File: config.mk
export PLATFORM = sky130hd
export DESIGN_NAME = mem_lsu_fsm
export DESIGN_NICKNAME = d
export VERILOG_FILES = /design/src/rtl/core_types.sv /design/src/rtl/lsu_lane_align.sv /design/src/rtl/mem_lsu_fsm.sv
export SDC_FILE = /design/constraint.sdc
export NUM_CORES = 1
export LEC_CHECK = 0
export ABC_AREA = 1
export CORE_MARGIN = 1.5
export CORE_UTILIZATION = 51
export CTS_CLUSTER_DIAMETER = 120
export DETAILED_ROUTE_END_ITERATION = 10
export PLACE_DENSITY = 0.95
export REMOVE_ABC_BUFFERS = 1
export SYNTH_ARGS = -nofsm -noshare
export SYNTH_HDL_FRONTEND = slang
export SYNTH_SLANG_ARGS = --single-unit
File: constraint.sdc
create_clock -name clk -period 8.7 [get_ports clk]
set_input_delay 1.74 -clock clk [delete_from_list [all_inputs] [get_ports clk]]
set_output_delay 1.74 -clock clk [all_outputs]
set_load 0.05 [all_outputs]
File: src/rtl/core_types.sv
// Shared types for the memory-stage load/store unit: op encoding, FSM states, ALE code.
package core_types;

    typedef enum logic [3:0] {
        OpNone,
        OpLdB,
        OpLdBu,
        OpLdH,
        OpLdHu,
        OpLdW,
        OpStB,
        OpStH,
        OpStW,
        OpLl,
        OpSc
    } lsu_op_t;

    typedef enum logic [2:0] {
        StIdle,
        StReq,
        StResp,
        StDone,
        StDrain
    } lsu_state_t;

    localparam logic [9:0] ExcpAle = 10'h009;

    function automatic logic is_store(lsu_op_t op);
        return op inside {OpStB, OpStH, OpStW, OpSc};
    endfunction

endpackage

File: src/rtl/lsu_lane_align.sv
// Byte-lane select, store-data replication, load extract/extend and misalignment check.
module lsu_lane_align
    import core_types::*;
#(
    parameter int unsigned DATA_WIDTH = 32,
    localparam int unsigned BYTES = DATA_WIDTH / 8,
    localparam int unsigned OFS = $clog2(BYTES)
) (
    input  lsu_op_t               op,
    input  logic [OFS-1:0]        lane,
    input  logic [DATA_WIDTH-1:0] wdata,
    input  logic [DATA_WIDTH-1:0] rdata,
    output logic [BYTES-1:0]      sel,
    output logic [DATA_WIDTH-1:0] wdata_rep,
    output logic [31:0]           ld_data,
    output logic                  misaligned
);

    logic [DATA_WIDTH-1:0] shifted;
    logic [BYTES-1:0]      sel_b;
    logic [BYTES-1:0]      sel_h;
    logic [BYTES-1:0]      sel_w;
    logic                  unused_bits;

    assign shifted = rdata >> {lane, 3'b000};
    assign sel_b   = BYTES'(1) << lane;
    assign sel_h   = BYTES'(3) << lane;
    assign sel_w   = BYTES'(4'hF) << lane;
    // Only the low word of the store data and of the shifted line is meaningful.
    assign unused_bits = ^{shifted, wdata};

    always_comb begin
        sel        = '0;
        wdata_rep  = '0;
        ld_data    = '0;
        misaligned = 1'b0;
        case (op)
            OpLdB, OpLdBu, OpStB: begin
                sel       = sel_b;
                wdata_rep = {BYTES{wdata[7:0]}};
            end
            OpLdH, OpLdHu, OpStH: begin
                sel        = sel_h;
                wdata_rep  = {(BYTES / 2){wdata[15:0]}};
                misaligned = lane[0];
            end
            OpLdW, OpStW, OpLl, OpSc: begin
                sel        = sel_w;
                wdata_rep  = {(BYTES / 4){wdata[31:0]}};
                misaligned = |lane[1:0];
            end
            default: ;
        endcase
        case (op)
            OpLdB:       ld_data = {{24{shifted[7]}}, shifted[7:0]};
            OpLdBu:      ld_data = {24'd0, shifted[7:0]};
            OpLdH:       ld_data = {{16{shifted[15]}}, shifted[15:0]};
            OpLdHu:      ld_data = {16'd0, shifted[15:0]};
            OpLdW, OpLl: ld_data = shifted[31:0];
            default:     ld_data = '0;
        endcase
    end

endmodule

File: src/rtl/mem_lsu_fsm.sv
// Memory-stage load/store unit: D-cache handshake FSM, LL/SC bit, flush drain, registered WB result.
// Optional MEM_LSU_DIFFTEST_EN adds registered load/store trace outputs.
module mem_lsu_fsm
    import core_types::*;
#(
    parameter int unsigned DATA_WIDTH = 32,
    parameter int unsigned ADDR_WIDTH = 32,
    parameter int unsigned REG_ADDR_W = 5,
    parameter logic [9:0]  ALE_CODE   = ExcpAle,
    localparam int unsigned BYTES = DATA_WIDTH / 8,
    localparam int unsigned OFS = $clog2(BYTES)
) (
    input  logic                  clk,
    input  logic                  rst,
    input  logic                  flush,
    input  logic                  llbit_clr,
    input  logic                  in_valid,
    output logic                  in_ready,
    input  lsu_op_t               in_op,
    input  logic [ADDR_WIDTH-1:0] in_addr,
    input  logic [DATA_WIDTH-1:0] in_wdata,
    input  logic                  in_wreg,
    input  logic [REG_ADDR_W-1:0] in_waddr,
    output logic                  req_valid,
    output logic                  req_we,
    output logic [ADDR_WIDTH-1:0] req_addr,
    output logic [BYTES-1:0]      req_sel,
    output logic [DATA_WIDTH-1:0] req_wdata,
    input  logic                  addr_ok,
    input  logic                  data_ok,
    input  logic [DATA_WIDTH-1:0] rdata,
    output logic                  out_valid,
    input  logic                  out_ready,
    output logic                  out_wreg,
    output logic [REG_ADDR_W-1:0] out_waddr,
    output logic [31:0]           out_wdata,
    output logic                  out_excp,
    output logic [9:0]            out_excp_num,
`ifdef MEM_LSU_DIFFTEST_EN
    output logic [7:0]            out_ld_en,
    output logic [7:0]            out_st_en,
    output logic [ADDR_WIDTH-1:0] out_ld_addr,
    output logic [ADDR_WIDTH-1:0] out_st_addr,
    output logic [DATA_WIDTH-1:0] out_st_data,
`endif
    output logic                  llbit_o
);

    lsu_state_t            state_q, state_d;
    lsu_op_t               op_q;
    logic [ADDR_WIDTH-1:0] addr_q;
    logic [DATA_WIDTH-1:0] wdata_q;
    logic                  wreg_q;
    logic [REG_ADDR_W-1:0] waddr_q;
    logic                  llbit_q, llbit_d;

    logic                  out_wreg_q;
    logic [REG_ADDR_W-1:0] out_waddr_q;
    logic [31:0]           out_wdata_q;
    logic                  out_excp_q;

    logic                  res_load;
    logic                  res_wreg;
    logic [REG_ADDR_W-1:0] res_waddr;
    logic [31:0]           res_wdata;
    logic                  res_excp;

    logic                  idle_like;
    logic                  accept;
    logic                  direct;
    logic                  resp_done;

    lsu_op_t               al_op;
    logic [OFS-1:0]        al_lane;
    logic [DATA_WIDTH-1:0] al_wdata;
    logic [BYTES-1:0]      al_sel;
    logic [DATA_WIDTH-1:0] al_wdata_rep;
    logic [31:0]           al_ld_data;
    logic                  al_misaligned;

    // Accept happens only in IDLE/DONE, response only in REQ/RESP, so one aligner serves both.
    assign idle_like = (state_q == StIdle) || (state_q == StDone);
    assign al_op     = idle_like ? in_op : op_q;
    assign al_lane   = idle_like ? in_addr[OFS-1:0] : addr_q[OFS-1:0];
    assign al_wdata  = idle_like ? in_wdata : wdata_q;

    lsu_lane_align #(
        .DATA_WIDTH(DATA_WIDTH)
    ) u_align (
        .op        (al_op),
        .lane      (al_lane),
        .wdata     (al_wdata),
        .rdata     (rdata),
        .sel       (al_sel),
        .wdata_rep (al_wdata_rep),
        .ld_data   (al_ld_data),
        .misaligned(al_misaligned)
    );

    assign in_ready  = !rst && ((state_q == StIdle) || (state_q == StDone && out_ready));
    assign accept    = in_valid && in_ready && !flush;
    assign direct    = (in_op == OpNone) || al_misaligned || (in_op == OpSc && !llbit_q);
    assign resp_done = !flush && ((state_q == StReq && addr_ok && data_ok) ||
                                  (state_q == StResp && data_ok));

    always_comb begin
        state_d = state_q;
        unique case (state_q)
            StIdle:  if (accept) state_d = direct ? StDone : StReq;
            StReq: begin
                if (flush) state_d = (addr_ok && !data_ok) ? StDrain : StIdle;
                else if (addr_ok) state_d = data_ok ? StDone : StResp;
            end
            StResp: begin
                if (flush) state_d = data_ok ? StIdle : StDrain;
                else if (data_ok) state_d = StDone;
            end
            StDone: begin
                if (flush) state_d = StIdle;
                else if (out_ready) state_d = accept ? (direct ? StDone : StReq) : StIdle;
            end
            StDrain: if (data_ok) state_d = StIdle;
            default: state_d = StIdle;
        endcase
    end

    always_comb begin
        res_load  = 1'b0;
        res_wreg  = 1'b0;
        res_waddr = '0;
        res_wdata = '0;
        res_excp  = 1'b0;
        if (accept && direct) begin
            res_load  = 1'b1;
            res_wreg  = in_wreg && !al_misaligned;
            res_waddr = in_waddr;
            res_wdata = (in_op == OpNone) ? in_wdata[31:0] : 32'd0;
            res_excp  = al_misaligned;
        end else if (resp_done) begin
            res_load  = 1'b1;
            res_wreg  = wreg_q;
            res_waddr = waddr_q;
            if (op_q == OpSc) res_wdata = 32'd1;
            else if (!is_store(op_q)) res_wdata = al_ld_data;
        end
    end

    always_comb begin
        llbit_d = llbit_q;
        if (resp_done && op_q == OpLl) llbit_d = 1'b1;
        if (resp_done && op_q == OpSc) llbit_d = 1'b0;
        if (llbit_clr) llbit_d = 1'b0;
    end

    always_ff @(posedge clk or posedge rst) begin
        if (rst) begin
            state_q     <= StIdle;
            op_q        <= OpNone;
            addr_q      <= '0;
            wdata_q     <= '0;
            wreg_q      <= 1'b0;
            waddr_q     <= '0;
            llbit_q     <= 1'b0;
            out_wreg_q  <= 1'b0;
            out_waddr_q <= '0;
            out_wdata_q <= '0;
            out_excp_q  <= 1'b0;
        end else begin
            state_q <= state_d;
            llbit_q <= llbit_d;
            if (accept) begin
                op_q    <= in_op;
                addr_q  <= in_addr;
                wdata_q <= in_wdata;
                wreg_q  <= in_wreg;
                waddr_q <= in_waddr;
            end
            if (res_load) begin
                out_wreg_q  <= res_wreg;
                out_waddr_q <= res_waddr;
                out_wdata_q <= res_wdata;
                out_excp_q  <= res_excp;
            end
        end
    end

    assign req_valid    = (state_q == StReq);
    assign req_we       = req_valid && is_store(op_q);
    assign req_addr     = req_valid ? addr_q : '0;
    assign req_sel      = req_valid ? al_sel : '0;
    assign req_wdata    = req_valid ? al_wdata_rep : '0;
    assign out_valid    = (state_q == StDone);
    assign out_wreg     = out_wreg_q;
    assign out_waddr    = out_waddr_q;
    assign out_wdata    = out_wdata_q;
    assign out_excp     = out_excp_q;
    assign out_excp_num = out_excp_q ? ALE_CODE : 10'd0;
    assign llbit_o      = llbit_q;

`ifdef MEM_LSU_DIFFTEST_EN
    logic [7:0]            dt_ld_en_q, dt_st_en_q;
    logic [ADDR_WIDTH-1:0] dt_ld_addr_q, dt_st_addr_q;
    logic [DATA_WIDTH-1:0] dt_st_data_q;
    logic [DATA_WIDTH-1:0] dt_mask;

    for (genvar i = 0; i < int'(BYTES); i++) begin : g_mask
        assign dt_mask[i*8 +: 8] = {8{al_sel[i]}};
    end

    // Trace bits are only set for accesses that actually reached the cache.
    always_ff @(posedge clk or posedge rst) begin
        if (rst) begin
            dt_ld_en_q   <= '0;
            dt_st_en_q   <= '0;
            dt_ld_addr_q <= '0;
            dt_st_addr_q <= '0;
            dt_st_data_q <= '0;
        end else if (res_load) begin
            dt_ld_en_q   <= resp_done ? {2'b00, op_q == OpLl, op_q == OpLdW, op_q == OpLdHu,
                                         op_q == OpLdH, op_q == OpLdBu, op_q == OpLdB} : 8'd0;
            dt_st_en_q   <= resp_done ? {4'b0000, op_q == OpSc, op_q == OpStW, op_q == OpStH,
                                         op_q == OpStB} : 8'd0;
            dt_ld_addr_q <= addr_q;
            dt_st_addr_q <= addr_q;
            dt_st_data_q <= al_wdata_rep & dt_mask;
        end
    end

    assign out_ld_en   = dt_ld_en_q;
    assign out_st_en   = dt_st_en_q;
    assign out_ld_addr = dt_ld_addr_q;
    assign out_st_addr = dt_st_addr_q;
    assign out_st_data = dt_st_data_q;
`endif

endmodule

### Word level (Yosys, flattened, before mapping)

Index checks and enable logic that the tools add are counted.

* bits in registers: 117
* output and inout bits: 122

* reduce and logical (&&, ||, !) cells: 35
* shifts and indexed selects: 4
* eq/ne operators: 25
* muxes and demuxes: 40

Operator list (number)
* 2-to-1 mux 32 bit: 8
* case mux 32 bit (5 select lines): 1
* case mux 32 bit (3 select lines): 1
* >> shifter 32 x 5 -> 32 bit: 1
* 2-to-1 mux 3 bit: 10
* equality test 4 bit, second input constant: 7
* equality test 4 x 3 -> 1 bit, second input constant: 6
* logical AND 1 bit: 15
* case mux 3 bit (5 select lines): 1
* 2-to-1 mux 4 bit: 3
* case mux 4 bit (3 select lines): 1
* 2-to-1 mux 5 bit: 2
* 2-to-1 mux 1 bit: 9
* equality test 4 x 2 -> 1 bit, second input constant: 2
* equality test 3 x 2 -> 1 bit, second input constant: 2
* 2-to-1 mux 2 bit: 3
* != test 3 x 2 -> 1 bit, second input constant: 2
* OR reduction 3 bit: 2
* zero test 1 bit: 5
* logical OR 1 bit: 5
* AND reduction 5 bit: 1
* equality test 4 x 1 -> 1 bit, second input constant: 1
* zero test 4 bit: 1
* != test 2 bit, second input constant: 2
* other kinds (12): 13

### Logic depth before layout (Yosys ltp)

* depth after elaboration: 13
* gate-level depth with buffers: 17
* gate-level depth less buffers: 15

### Cells and area by module

A second synthesis with hierarchy kept.

* cells, all modules: 1201
* area total of the unflattened synthesis: 7631.1 sq um

Modules (own cells, without submodules)
* mem_lsu_fsm: instances 1, area each 6262.3 sq um, cells each 896
* lsu_lane_align: instances 1, area each 1368.8 sq um, cells each 305

### Worst setup path after synthesis

OpenSTA, ideal clock, no wires.

* kind: input to output
* start point: input in_op[0]
* end point: output req_sel[2]
* cell stages on the path: 9
* data arrival time: 3.458 ns
* slack: 3.502 ns
* required time: 6.960 ns
* buffers on the path: 1
* cell sequence: inv_1 > nand2_1 > nand2_1 > nor2_2 > nand2_2 > nand2_4 > clkbuf_1 > nor2_1 > a21oi_1

* cells in the longest elaborated chain, start to end: 5
* elaborated cells on any way between the ends: 16
* classes of those cells: eq/ne (10); mux (3); reduce/logical (3)

RTL lines
* start, declared: line mem_lsu_fsm.sv:19 `input lsu_op_t in_op,`
* 2-to-1 mux 4 bit (*): line mem_lsu_fsm.sv:83 `assign al_op = idle_like ? in_op : op_q;`
* equality test 4 bit (tied with other cells): line lsu_lane_align.sv:37 `case (op)`
* OR reduction 4 bit / OR reduction 3 bit (equally long branches): line lsu_lane_align.sv:37
* case mux 4 bit (3 select lines) (*): line lsu_lane_align.sv:37
* 2-to-1 mux 4 bit (*): line mem_lsu_fsm.sv:190 `assign req_sel = req_valid ? al_sel : '0;`
* end, declared: line mem_lsu_fsm.sv:27 `output logic [BYTES-1:0] req_sel,`

Every way passes the cells marked *; elsewhere a longest branch is shown, timed or not.

### Final worst setup path

* start point: input in_op[0]
* end point: output req_sel[1]

Same word-level chain as after synthesis.

==> flow_metrics.py <==
metrics = {
    "synthesis": {
        "yosysSeqAreaShare_pct": 40.03,
        "async_reset_ff_share_pct": 100.0,
        "synth.avg_cell_area_um2": 6.636,
        "ys_ff_latch": 117,
        "ys_warn_count": 0,
        "syn_inst": 1102,
        "synth_edf_count": 0,
        "ys_types": 30,
        "synth_area_um2": 7313,
        "synth_flop_cell": "dfrtp_1",
    },
    "job": {
        "max-cap-violations": 0,
    },
    "critical_path": {
        "cp_max_fo": 10,
        "timing.critical_path.buf_inv": 4,
        "critical_path_class": "in2out",
        "cpPeakStageDelay_ps": 830,
        "startpoint_type": "primary input",
        "cp_slowest_cell": "clkdlybuf4s50_1",
        "critPathCaptureType": "primary output",
        "crit_path_cell_trace": "clkdlybuf4s50_1 -> inv_1 -> nand2_1 -> nand2_1 -> nor2_4 -> o21ai_0 -> nand3_1 -> inv_1 -> o31ai_1 -> nor2_1 -> clkdlybuf4s50_1",
        "crit_family": "buffers and inverters",
        "cp.required_ps": 6960,
        "cp.arrival_ps": 4700,
    },
    "route": {
        "first_iter_violations": 1003,
        "wl_mm": 23.73,
        "routed-via-count": 8084,
        "final_antenna_net_count": 0,
        "drtPass1Iterations": 6,
        "drc_errors": 0,
        "avgRoutedWirePerCell_um": 16.10,
        "vias_per_cell": 5.484,
    },
    "cts": {
        "clk_latency_ps": 420,
        "post-cts-setup-buffers": 0,
        "cts-root-buf": "clkbuf_16",
        "cts-resized-gates": 0,
        "clkTransAtPathRegs_ps": 50,
        "cts_made_buffers": 17,
        "cts_hold_buf": 0,
        "h-tree-depth": 4,
        "cts_tree": "yes",
        "cts.sinks": 117,
        "clk_path_buf_depth": 2,
    },
    "cells_and_area": {
        "final_cell_mix": "nand2_1 (336), clkdlybuf4s50_1 (227), nand3_1 (178)",
        "final_common_cell": "nand2_1",
        "drive_gt1_share_pct": 5.023,
        "fin_util_pct": 71.90,
        "ff_latch_area_um2": 2928,
        "layout.nets": 1399,
        "area_growth_pct": 37.01,
        "diodes": 0,
        "multiInputGateArea_um2": 3475,
        "nFillCells": 1076,
    },
    "timing": {
        "drv_slew": 0,
        "max_slew_margin_pct": 18.15,
        "final.setup.tns_ps": 0,
        "setup_viol": 0,
        "tightest_slew_ps": 1226,
        "fin_crit_sh_pct": 74.00,
        "max_freq_mhz": 155.3,
        "period_needed_ps": 6438,
        "hold_viol_final": 0,
        "rsz0062_at_grt": "false",
        "finClkSkew_ps": 7.499,
    },
    "global_route": {
        "first_global_vias": 7674,
        "grt_pass1_wl_mm": 37.64,
        "track_usage_pct": 32.23,
        "grt_max_degree": 117,
        "antenna_found_initial": 0,
        "grt_overflow": 0,
    },
    "floorplanning": {
        "start_util_pct": 52.48,
        "top_level_ports": 236,
        "dieArea_um2": 15070,
        "core_um2": 13930,
        "fp.dieH_um": 122.8,
        "fp.dieW_um": 122.8,
        "row_count": 43,
    },
    "power": {
        "p_per_area_nw_per_um2": 429.1,
        "ir_drop_uv": 264.9,
        "p_leak_uw": 0.004932,
    },
    "place": {
        "numPortBuffers": 227,
        "place_hpwl_mm": 15.74,
        "place.gp.congestion": 0.8519,
    },
    "outcome": {
        "status": "finished clean",
    },
    "min_path": {
        "hp-class": "reg2reg",
    },
}
-- cells in the mapped netlist, types with 2 or more instances --
| library cell | instances | share of area (%) |
|---|---|---|
| nor3_1 | 2 | 0.14 |
| o21ai_0 | 127 | 8.7 |
| buf_1 | 2 | 0.10 |
| inv_1 | 137 | 7.0 |
| nand4_1 | 2 | 0.17 |
| o211ai_1 | 8 | 0.82 |
| o21ai_1 | 2 | 0.14 |
| nand2_1 | 336 | 17 |
| dfrtp_1 | 117 | 40 |
| o22ai_1 | 2 | 0.17 |
| nand3b_1 | 3 | 0.31 |
| a21oi_1 | 10 | 0.68 |
| inv_2 | 7 | 0.36 |
| clkbuf_1 | 26 | 1.3 |
| buf_6 | 3 | 0.46 |
| nor2_1 | 67 | 3.4 |
| nor2_2 | 4 | 0.34 |
| nand3_1 | 178 | 12 |
| nor2_4 | 2 | 0.31 |
| nand2_4 | 2 | 0.31 |
| buf_4 | 14 | 1.4 |
| buf_2 | 31 | 2.1 |
| nand3_2 | 3 | 0.41 |
| nand2_2 | 11 | 0.94 |
-- state kept, by name, summed over array words and instances (netlist names) --
name,count
out_waddr,5
out_wdata,32
out_excp,1
state_q,3
out_wreg,1
waddr_q,5
wreg_q,1
addr_q,32
wdata_q,32
llbit_o,1
op_q,4
-- worst paths after layout --
path                       slack, ps  cells after the start       endpoint  startpoint
min reg2reg                      490                      2     waddr_q[2]  waddr_q[2]
max reg2reg                     4760                     14  out_wdata[17]  state_q[2]
min in group asynchronous       1870                      2     waddr_q[2]         rst
max in group asynchronous       5600                      3    wdata_q[12]         rst
min                              490                      2     waddr_q[2]  waddr_q[2]
max                             2260                     11     req_sel[1]    in_op[0]
-- tightest hold or removal path, stage by stage, from the launching register on --
cell and delay (ps):
dfrtp_1 340, nand2_1 60, nand2_1 50
-- stage by stage --
step	setup slack [ps]	cells	area [um^2]	total power, uW	hold WS (ps)
after floorplan	2971	1033	6940	2736	449.2
after global placement	2476	1446	9490	3546	461.7
after detailed placement	2375	1446	9490	3609	465.3
after CTS	2353	1474	10020	4277	480.3
after global routing	2046	1474	10020	4575	527.0
final	2262	1474	10020	4299	488.3
-- kinds of logic (layout without fill, tap and decap cells) --
family,Yosys count,count (layout),share of synthesized area (%)
other,1,8,0.05128
buffers and inverters,220,405,12.85
AOI/OAI and AO/OA,152,152,10.95
and+or+nand+nor,612,612,36.12
DFF,117,117,40.03
-- final cells by class --
class	count	area share, %
clock buffers	22	4.733
clock inverters	6	0.5495
inverters	144	5.445
multi-input cells	772	34.68
flip-flops and latches	117	29.22
well taps	180	2.248
repair buffers	233	23.13
-- report_power, final --
group          switching (uW)  internal, uW  leakage [uW]
clock                     242           405      0.000267
combinational            1930           803       0.00318
sequential                121           795       0.00149
total                    2300          2000       0.00493
-- routing by layer --
layer	vias to the layer above	share of wire [%]	wire [um]	global-route usage, %
li1	3832	-	-	-
met1	3720	39	9204	39.96
met2	474	49	11680	53.85
met3	58	9.2	2194	7.435
met4	0	2.7	650	13.74
met5	-	0	0	0
Power figures use the tool's default switching activity.
